--- config.mk ---
export PLATFORM = sky130hd
export DESIGN_NAME = transfer_unpacker
export DESIGN_NICKNAME = d
export VERILOG_FILES = /design/src/rtl/transfer_unpacker.sv
export SDC_FILE = /design/constraint.sdc
export NUM_CORES = 1
export LEC_CHECK = 0
export CORE_MARGIN = 8
export CORE_UTILIZATION = 42
export CTS_CLUSTER_DIAMETER = 50
export DETAILED_ROUTE_END_ITERATION = 10
export PLACE_DENSITY = 0.66
export SETUP_SLACK_MARGIN = 0.1
export SYNTH_ARGS = -nofsm -noshare
export SYNTH_HDL_FRONTEND = slang
export SYNTH_SLANG_ARGS = --single-unit
--- constraint.sdc ---
create_clock -name clk -period 2.7 [get_ports clk]
set_clock_uncertainty 0.2 [all_clocks]
set_input_delay 0.54 -clock clk [delete_from_list [all_inputs] [get_ports clk]]
set_output_delay 0.54 -clock clk [all_outputs]
set_load 0.03 [all_outputs]
--- src/rtl/transfer_unpacker.sv ---
// Two-entry word FIFO feeding an 8-bit main bus, one byte at a time.
// Each entry carries its own byte order, so mixed-order streams unpack correctly.
//
// state  | meaning
// FIRST  | presenting the first byte of the head word (low byte unless hi_first)
// SECOND | first byte taken; presenting the other byte, pop on acceptance
module transfer_unpacker (
    input  logic        clk,
    input  logic        rst,
    input  logic        flush,
    input  logic [15:0] xfer_in,
    input  logic        xfer_hi_first,
    input  logic        xfer_valid,
    output logic        xfer_ready,
    output logic [7:0]  main_out,
    output logic        main_oe,
    output logic        byte_valid,
    input  logic        byte_ready,
    output logic        byte_is_hi,
    output logic [1:0]  word_count
);

    typedef enum logic {
        FIRST  = 1'b0,
        SECOND = 1'b1
    } phase_t;

    phase_t      state;
    phase_t      state_nxt;
    logic [16:0] mem [2];
    logic        wr_ptr;
    logic        rd_ptr;
    logic [1:0]  count;
    logic        push;
    logic        pop;
    logic        fire;
    logic        hi_sel;
    logic [16:0] head;

    assign xfer_ready = (count != 2'd2) && !flush && !rst;
    assign byte_valid = (count != 2'd0) && !rst;
    assign main_oe    = byte_valid;
    assign word_count = count;

    assign push = xfer_valid && xfer_ready;
    assign fire = byte_valid && byte_ready;
    assign pop  = fire && (state == SECOND);

    // head[16] is the entry's hi_first flag; SECOND presents the opposite half
    assign head       = mem[rd_ptr];
    assign hi_sel     = (state == FIRST) ? head[16] : !head[16];
    assign main_out   = byte_valid ? (hi_sel ? head[15:8] : head[7:0]) : 8'h00;
    assign byte_is_hi = byte_valid && hi_sel;

    always_ff @(posedge clk) begin
        if (rst) begin
            state <= FIRST;
        end else begin
            state <= state_nxt;
        end
    end

    always_comb begin
        state_nxt = state;
        if (flush) begin
            state_nxt = FIRST;
        end else if (fire) begin
            state_nxt = (state == FIRST) ? SECOND : FIRST;
        end
    end

    always_ff @(posedge clk) begin
        if (rst) begin
            mem[0] <= '0;
            mem[1] <= '0;
            wr_ptr <= 1'b0;
            rd_ptr <= 1'b0;
            count  <= 2'd0;
        end else if (flush) begin
            wr_ptr <= 1'b0;
            rd_ptr <= 1'b0;
            count  <= 2'd0;
        end else begin
            if (push) begin
                mem[wr_ptr] <= {xfer_hi_first, xfer_in};
                wr_ptr      <= !wr_ptr;
            end
            if (pop) begin
                rd_ptr <= !rd_ptr;
            end
            case ({push, pop})
                2'b10:   count <= count + 2'd1;
                2'b01:   count <= count - 2'd1;
                default: count <= count;
            endcase
        end
    end

endmodule

==> results of run 1 <==
-- placed cells by master, fill, tap and decap left out, types with 4 or more instances in the layout --
cell type and instances:
and2_1 34, edfxtp_1 34, clkdlybuf4s50_1 22, nor2_1 20, mux2i_1 18, buf_4 13, buf_6 7, mux2_4 5
clkbuf_8 5, dfxtp_1 5, or3_1 4
-- logic make-up after synthesis --
family          count (synthesis)  share of synthesized area (%)
xor+xnor                        3                           2.26
compound gates                  7                           1.88
mux                            27                           14.7
buf+inv                        13                           3.71
flops                          40                           57.3
fa+ha+maj                       1                          0.628
simple gates                   68                           19.5
-- layout make-up --
type	instances	share of cell area, %
Sequential cell	40	43.0
Timing Repair Buffer	48	19.6
Inverter	3	0.424
Clock buffer	5	2.59
Multi-Input combinational cell	106	30.4
Clock inverter	3	1.41
Tap cell	54	2.55
-- registers in the layout, indices dropped and copies added (netlist names), named ones only --
name,count
mem,34
state,1
word_count,2
wr_ptr,1
rd_ptr,1
-- worst max-delay path, cell delays in order, from the launching register on --
cell,delay (ps)
dfxtp_2,360
mux2i_4,280
xor2_4,180
buf_12,150
mux2_1,320
buf_4,170
-- cells in the mapped netlist (2+ instances only) --
cell,count,area [um2]
a21oi_1,3,15.0
and2_1,34,213
buf_2,4,20.0
buf_6,2,22.5
clkbuf_1,2,7.51
dfxtp_1,6,120
edfxtp_1,34,1020
inv_1,3,11.3
mux2_1,2,22.5
mux2_2,6,67.6
mux2i_1,18,180
nor2_1,20,75.1
o21ai_0,3,15.0
or2_2,3,18.8
or3_1,4,25.0
-- per-stage QoR --
stage | hold slack (ps) | worst slack, ps
floorplan | 252 | 420
global placement | 263 | -335
detailed placement | 278 | -354
CTS | 288 | 82.5
global route | 303 | 127
finish | 273 | 201
-- power by group through the flow --
stage                     sequential [uW]  clock [uW]  combinational (uW)
after floorplan                       718           0                51.1
after global placement                718           0                 112
after detailed placement              720           0                 114
after CTS                             706         478                 117
after global routing                  708         507                 128
final                                 706         467                 118
-- path summary, 6_finish.rpt --
kind / end / from / slack, ps
worst max-delay path: main_out[6] / flip-flop / 200
worst min-delay path: flip-flop / rd_ptr / 270
worst max register to register: word_count[1] / word_count[1] / 410
worst min register to register: flip-flop / rd_ptr / 270
-- what timing repair did --
action / 4_1_cts / 5_1_grt
buffers inserted: 0 / 1
endpoints found under the hold margin: 0 / 0
endpoints found under the setup margin: 8 / 8
gates resized for setup: 43 / 31
pin swaps: 0 / 0
cloned: 1 / 1
-- routing by layer --
| metal | up-vias | GRT usage [%] |
|---|---|---|
| met5 | - | 0 |
| met4 | 0 | 3.40 |
| met3 | 5 | 4.34 |
| met2 | 28 | 21.5 |
| met1 | 632 | 12.6 |
| li1 | 640 | - |
==> flow_summary.yaml, run 1 <==
yosys:
  synth_edf_count: 34
  syn_area_per_cell_um2: 12.5
  yosys_warnings: 0
  syn_nets: 182
  ys_seq_area_share_pct: 57.3
  synth_area_um2: 1990
  synth_flop_cell: "edfxtp_1"
  async_flop_share_pct: 0
  postSynthRegisterBits: 40
  synth_cell_type_count: 30
  post_synthesis_cells: 159
route:
  route.detailed.vias_per_inst: 5.04
  firstDrtPassIters: 4
  route.met3.wl_um: 189
  initialDrtViolationCount: 99
  drt_wl_total_mm: 4.03
  topRoutingLayerUsed: "met4"
  avgRoutedWirePerCell_um: 15.6
  m1WireLength_mm: 1.64
  wl_met2_mm: 2.15
  antenna_left: 0
  via_count: 1305
  remaining_drc_errors: 0
finish:
  finalInstanceArea_um2: 2650
  footprint_of_the_multi_input_gates_um2: 807
  fin_cells: 259
  layout.filler_cells: 385
  seq_area_um2: 1140
  area_added_between_synthesis_and_finish_pct: 33.2
  insertedDiodeCount: 0
  fraction_of_final_layout_cells_sized_beyond_drive_strength_1_pct: 22.4
  nets: 227
  final_core_utilization_pct: 56.9
timing:
  timing.slew.headroom_pct: 71.1
  final.min_clock_period_ps: 2500
  final_hold_viol_count: 0
  finalCritPeriodShare_pct: 92.6
  rsz0062_at_grt: "no"
  final-max-slew-violation-count: 0
  max_freq_mhz: 400
  transition_time_at_the_pin_with_the_least_slew_margin_ps: 433
  final.setup.tns_ps: 0
  setup-violations-final: 0
pwr:
  power.ir.vdd_worst_mv: 0.277
  power_density_nw_per_um2: 486
  power.switching_fraction_pct: 20.1
  p_int_uw: 1030
  power_switching_uw: 259
  pwr-share-comb_pct: 9.1
  totalPowerFinal_uw: 1290
  p_leak_uw: 0.00102
  sequentialPowerShare_pct: 54.7
  clock_power_share_pct: 36.2
clocking:
  clk_pin_slew_ps: 70
  ctsHtreeMaxLevel: 2
  cts.root.buffer_cell: "clkbuf_8"
  cts_buffers: 5
  postCtsHoldBufs: 0
  cts.sinks: 40
  ctsLongestPathBuffers: 2
  tritoncts: "yes"
  worst_skew_pair.late_latency_ps: 280
die:
  top_level_ports: 36
  total_number_of_placement_rows: 25
  die_area_um2: 7200
  die_h_um: 84.9
  dieWidth_um: 84.9
  initial_utilization_pct: 42.7
  core_um2: 4660
worst_setup_path:
  setup.worst_path.end_class: "output pin"
  cp_data_arrival_time_ps: 1760
  startpoint_type: "flip-flop"
  worst-endpoint-required_ps: 1960
  r2r.worst_path.cells: 8
  critical_path_class: "flip-flop to output pin"
  critical_path.max_fanout: 9
flow_run:
  number_of_max_cap_violations: 0
worst_hold_path:
  hold_depth: 2
  min_path_type: "flip-flop to flip-flop"
placed_design:
  place_hpwl_mm: 2.74
  placement.io_buffers: 35
  placedInstanceArea_um2: 2450
  dp.cells: 248
  finalWeightedCongestion: 0.747
global_route:
  grt_resource_usage_total_pct: 11.9
  grt_antenna_before_repair: 0
  overflow: 0
  grt_pass1_wl_mm: 6.71
  number_of_global_route_vias_before_repair: 1441
  largest_net_degree_at_the_start_of_global_routing: 18
outcome:
  status: "completed"
Power figures use the tool's default switching activity.
==> run 2: changes to the inputs <==
--- a/config.mk
+++ b/config.mk
@@ -6,10 +6,10 @@
 export NUM_CORES = 1
 export LEC_CHECK = 0
 export CORE_MARGIN = 8
-export CORE_UTILIZATION = 42
+export CORE_UTILIZATION = 52
 export CTS_CLUSTER_DIAMETER = 50
 export DETAILED_ROUTE_END_ITERATION = 10
-export PLACE_DENSITY = 0.66
+export PLACE_DENSITY = 0.79
 export SETUP_SLACK_MARGIN = 0.1
 export SYNTH_ARGS = -nofsm -noshare
 export SYNTH_HDL_FRONTEND = slang
==> run 2 against run 1 <==
  * Clock-buffer cell count rose by 2
  * Critical path depth is the same
  * Non-clock buffer count increased by 1
  * Via count up 1.3%
  * Flip-flop and latch count unchanged
  * Clock power fell by 12%
  * Fmax decreased by 0.53%
  * Global-route usage rose by 1.8 points
  * Register-to-register slack gained 90 ps
  * Sequential power hardly changed
  * Routed wire length fell by 0.79%
  * Utilization rose by 14 points
  * Critical path type unchanged
==> flow_summary.yaml, run 2 (synthesized netlist as in run 1, its figures left out) <==
outcome:
  status: "completed"
worst_setup_path:
  worst-endpoint-required_ps: 1960
  critical_path.max_fanout: 9
  critical_path_class: "flip-flop to output pin"
  startpoint_type: "flip-flop"
  setup.worst_path.end_class: "output pin"
  cp_data_arrival_time_ps: 1770
  setup.reg_to_reg.worst_slack_ps: 500
pwr:
  power.switching_fraction_pct: 21.4
  power_density_nw_per_um2: 476
  p_int_uw: 968
  power.ir.vdd_worst_mv: 0.394
  power_switching_uw: 263
  pwr-share-comb_pct: 9.4
  sequentialPowerShare_pct: 57.3
  p_leak_uw: 0.000993
  clock_power_share_pct: 33.3
clocking:
  ctsHtreeMaxLevel: 2
  worst_skew_pair.late_latency_ps: 290
  cts.root.buffer_cell: "clkbuf_8"
  clk_pin_slew_ps: 70
  cts.sinks: 40
  tritoncts: "yes"
  ctsLongestPathBuffers: 2
  cts_buffers: 5
die:
  top_level_ports: 36
  core_um2: 3660
  die_h_um: 77.9
  dieWidth_um: 77.9
  total_number_of_placement_rows: 22
  die_area_um2: 6070
  initial_utilization_pct: 54.4
placed_design:
  placement.io_buffers: 35
  placedInstanceArea_um2: 2460
  place_hpwl_mm: 2.82
  finalWeightedCongestion: 0.766
route:
  drt_wl_total_mm: 4.00
  via_count: 1322
  antenna_left: 0
  avgRoutedWirePerCell_um: 15.7
  remaining_drc_errors: 0
  route.detailed.vias_per_inst: 5.20
  firstDrtPassIters: 4
  initialDrtViolationCount: 69
finish:
  mostFrequentLayoutCells: "34 x and2_1, 34 x edfxtp_1, 22 x clkdlybuf4s50_1"
  largest_reg_flops: 34
  insertedDiodeCount: 0
  seq_area_um2: 1140
  nets: 228
  area_added_between_synthesis_and_finish_pct: 29.8
  footprint_of_the_multi_input_gates_um2: 788
  finalInstanceArea_um2: 2580
  fraction_of_final_layout_cells_sized_beyond_drive_strength_1_pct: 23.3
  top_register: "mem"
  layout.filler_cells: 258
timing:
  rsz0062_at_grt: "no"
  transition_time_at_the_pin_with_the_least_slew_margin_ps: 442
  finalCritPeriodShare_pct: 93.1
  timing.slew.headroom_pct: 70.5
  final.min_clock_period_ps: 2510
  final_hold_viol_count: 0
  max_freq_mhz: 398
  final-max-slew-violation-count: 0
  final.setup.tns_ps: 0
  setup-violations-final: 0
global_route:
  grt_antenna_before_repair: 0
  number_of_global_route_vias_before_repair: 1368
  overflow: 0
  grt_pass1_wl_mm: 6.44
  grt_resource_usage_total_pct: 13.7
  largest_net_degree_at_the_start_of_global_routing: 18
worst_hold_path:
  min_path_type: "flip-flop to flip-flop"
flow_run:
  number_of_max_cap_violations: 0
-- run 2: changes by cell type in the layout (fill, tap and decap cells not counted), moves of 2 or more --
cell | before | now
buf_2 | 0 | 2
buf_4 | 13 | 17
buf_6 | 7 | 3
clkinv_1 | 2 | 0
mux2_2 | 2 | 7
mux2_4 | 5 | 0
-- run 2: worst paths after layout --
check,end,depth (start not counted),start
setup / recovery,main_out[0],5,flip-flop
hold / removal,flip-flop,2,rd_ptr
setup reg to reg,word_count[1],8,word_count[1]
hold reg to reg,flip-flop,2,rd_ptr
-- run 2: metal layers --
layer  share of wire (%)  track usage, %  up-vias
met5                   0               0        -
met2                  55            25.3       38
met3                 5.2            4.84        6
met1                  39            14.0      637
met4                 1.2            4.63        0
li1                    -               -      641
-- run 2: critical path, cell delays in order (launching register included) --
cell and delay (ps):
dfxtp_2 360, mux2i_4 280, xor2_4 180, buf_12 140, mux2_2 340, buf_4 170
-- run 2: cell type report --
cell class | instances | share of cell area (%)
clock buffers | 7 | 3.34
inverters | 3 | 0.436
flip-flops and latches | 40 | 44.2
clock inverters | 1 | 0.290
multi-input cells | 106 | 30.5
repair buffers | 49 | 18.9
well taps | 48 | 2.32
-- run 2: through the flow --
| stage | cells | utilization (%) | power [uW] | setup WS, ps | hold WS, ps |
|---|---|---|---|---|---|
| detailed placement | 244 | 67.1 | 835 | -407 | 274 |
| global placement | 244 | 67.1 | 830 | -365 | 264 |
| floorplan | 159 | - | 769 | 420 | 252 |
| global route | 254 | 70.6 | 1270 | 117 | 335 |
| CTS | 253 | 69.0 | 1240 | 66.3 | 275 |
| finish | 254 | 70.6 | 1230 | 187 | 268 |
-- run 2: power by group through the flow --
stage | clock, uW | combinational (uW) | sequential, uW
final | 410 | 116 | 706
after global routing | 441 | 125 | 708
after CTS | 417 | 115 | 706
after detailed placement | 0 | 115 | 720
after global placement | 0 | 112 | 718
after floorplan | 0 | 51.1 | 718
-- run 2: what timing repair did --
action	CTS	global route
gates cloned	0	1
setup buffers	1	0
gates resized for setup	43	16
endpoints found under the setup margin	8	8
hold buffers	0	0
==> run 3: changes to the inputs <==
--- a/config.mk
+++ b/config.mk
@@ -5,11 +5,13 @@
 export SDC_FILE = /design/constraint.sdc
 export NUM_CORES = 1
 export LEC_CHECK = 0
+export CELL_PAD_IN_SITES_DETAIL_PLACEMENT = 1
+export CELL_PAD_IN_SITES_GLOBAL_PLACEMENT = 1
 export CORE_MARGIN = 8
-export CORE_UTILIZATION = 52
+export CORE_UTILIZATION = 37
 export CTS_CLUSTER_DIAMETER = 50
 export DETAILED_ROUTE_END_ITERATION = 10
-export PLACE_DENSITY = 0.79
+export PLACE_DENSITY_LB_ADDON = 0.1
 export SETUP_SLACK_MARGIN = 0.1
 export SYNTH_ARGS = -nofsm -noshare
 export SYNTH_HDL_FRONTEND = slang
==> constraint.sdc (replaced) <==
create_clock -name clk -period 2.9 [get_ports clk]
set_clock_uncertainty 0.2 [all_clocks]
set_input_delay 0.58 -clock clk [delete_from_list [all_inputs] [get_ports clk]]
set_output_delay 0.58 -clock clk [all_outputs]
set_load 0.03 [all_outputs]
==> run 3 against run 2 <==
  * Power shrank 1.5%
  * Cell count grew 7.1%
  * Hold slack gained 17 ps
  * Sequential share of layout area grew 0.96 points
  * Flip-flop and latch count is the same
  * Die area grew 32%
  * Largest cell class unchanged
==> flow_summary.yaml, run 3 (synthesized netlist as in run 1, its figures left out) <==
outcome:
  status: "completed"
route:
  route.detailed.vias_per_inst: 4.80
  via_count: 1306
  firstDrtPassIters: 4
  initialDrtViolationCount: 50
  antenna_left: 0
  remaining_drc_errors: 0
  drt_wl_total_mm: 4.54
  avgRoutedWirePerCell_um: 16.7
flow_run:
  number_of_max_cap_violations: 0
finish:
  top_register: "mem"
  seq_area_um2: 1140
  mostFrequentLayoutCells: "34 x and2_1, 34 x edfxtp_1, 23 x clkdlybuf4s50_1"
  largest_reg_flops: 34
  nets: 224
  footprint_of_the_multi_input_gates_um2: 781
  fraction_of_final_layout_cells_sized_beyond_drive_strength_1_pct: 21.8
  area_added_between_synthesis_and_finish_pct: 27.0
  layout.filler_cells: 582
  insertedDiodeCount: 0
  final_core_utilization_pct: 49.2
  fin_cells: 272
worst_setup_path:
  cp_data_arrival_time_ps: 1930
  setup.worst_path.end_class: "output pin"
  critical_path_class: "input pin to output pin"
  cp_slowest_stage_delay_ps: 470
  worst-endpoint-required_ps: 2120
  startpoint_type: "input pin"
  timing.critical_path.cells: "clkdlybuf4s50_1 > o21bai_2 > clkbuf_16 > nor2_1 > mux2_1 > buf_2"
  timing.critical_path.slowest_stage_cell: "clkdlybuf4s50_1"
  setup.reg_to_reg.worst_slack_ps: 560
  critical_path.max_fanout: 10
timing:
  setup_ws_ps: 192
  final-max-slew-violation-count: 0
  rsz0062_at_grt: "no"
  setup-violations-final: 0
  transition_time_at_the_pin_with_the_least_slew_margin_ps: 459
  finalCritPeriodShare_pct: 93.4
  timing.slew.headroom_pct: 69.4
  final_hold_viol_count: 0
  final.min_clock_period_ps: 2710
  max_freq_mhz: 369
clocking:
  ctsLongestPathBuffers: 2
  cts.root.buffer_cell: "clkbuf_8"
  ctsHtreeMaxLevel: 2
  cts.sinks: 40
  cts_buffers: 5
  tritoncts: "yes"
  postCtsHoldBufs: 0
  worst_skew_pair.late_latency_ps: 290
  clk_pin_slew_ps: 80
placed_design:
  finalWeightedCongestion: 0.737
  dp.cells: 259
  placement.io_buffers: 35
  place_hpwl_mm: 3.13
  dp_slack_ps: -253
die:
  die_h_um: 89.4
  initial_utilization_pct: 38.8
  core_um2: 5140
  die_area_um2: 7990
  top_level_ports: 36
  total_number_of_placement_rows: 26
  dieWidth_um: 89.4
pwr:
  power.ir.vdd_worst_mv: 0.217
  p_leak_uw: 0.000955
  totalPowerFinal_uw: 1210
  power_density_nw_per_um2: 479
global_route:
  global_route_layer_with_the_greatest_usage: "met2"
  grt_resource_usage_total_pct: 12.5
  overflow: 0
  number_of_global_route_vias_before_repair: 1474
  largest_net_degree_at_the_start_of_global_routing: 21
  groute.layer.met1.usage_pct: 13.8
  grt_antenna_before_repair: 0
  grtUsageMet2_pct: 22.3
  groute.layer.met3.usage_pct: 4.14
  grt_pass1_wl_mm: 7.40
worst_hold_path:
  min_path_type: "flip-flop to flip-flop"
==> run 3: changes by cell type in the layout (fill, tap and decap cells not counted), moves of 2 or more <==
| cell | before | now |
|---|---|---|
| buf_4 | 17 | 12 |
| buf_2 | 2 | 8 |
| buf_12 | 3 | 0 |
| buf_6 | 3 | 1 |
==> run 3: stage by stage <==
stage          hold slack (ps)  instance area, um2  TNS, ps
2_1_floorplan              252                1990        0
3_3_place_gp               271                2410    -1730
3_5_place_dp               277                2410    -1950
4_1_cts                    292                2550        0
5_1_grt                    333                2530        0
6_report                   285                2530        0
==> run 3: worst paths after layout <==
check                     start       endpoint  cells past startpoint
setup / recovery            rst    main_out[6]                      6
hold / removal           rd_ptr         rd_ptr                      2
setup reg to reg  word_count[1]  word_count[1]                      8
hold reg to reg          rd_ptr         rd_ptr                      2
==> run 3: cell type report <==
type                       instances  share of cell area [%]
timing repair buffer              45                    15.7
clock inverter                     3                    1.68
sequential                        40                    45.2
multi-input combinational        106                    30.9
inverter                           3                   0.445
clock buffer                       5                    2.72
tap                               70                    3.46
==> run 3: worst max-delay path: cells and delay by family <==
kind	cells	cell delay [ps]
buffers and inverters	3	850
multiplexers	1	280
AO/OA/AOI/OAI	1	160
AND/OR/NAND/NOR	1	40
==> run 3: metal layers <==
metal / up-vias / share of wire [%]
li1: 634 / -
met1: 644 / 41
met2: 26 / 53
met3: 2 / 5.2
met4: 0 / 0.46
met5: - / 0
==> run 3: repair_timing <==
action / CTS / global route
setup buffers: 3 / 1
setup endpoints to repair: 8 / 8
cloned: 0 / 1
gates resized for setup: 24 / 19
endpoints found under the hold margin: 0 / 0
==> run 3: power by group <==
part           total (uW)  internal, uW  switching, uW
combinational         103          53.2           49.6
clock                 453           255            199
sequential            657           649           8.22
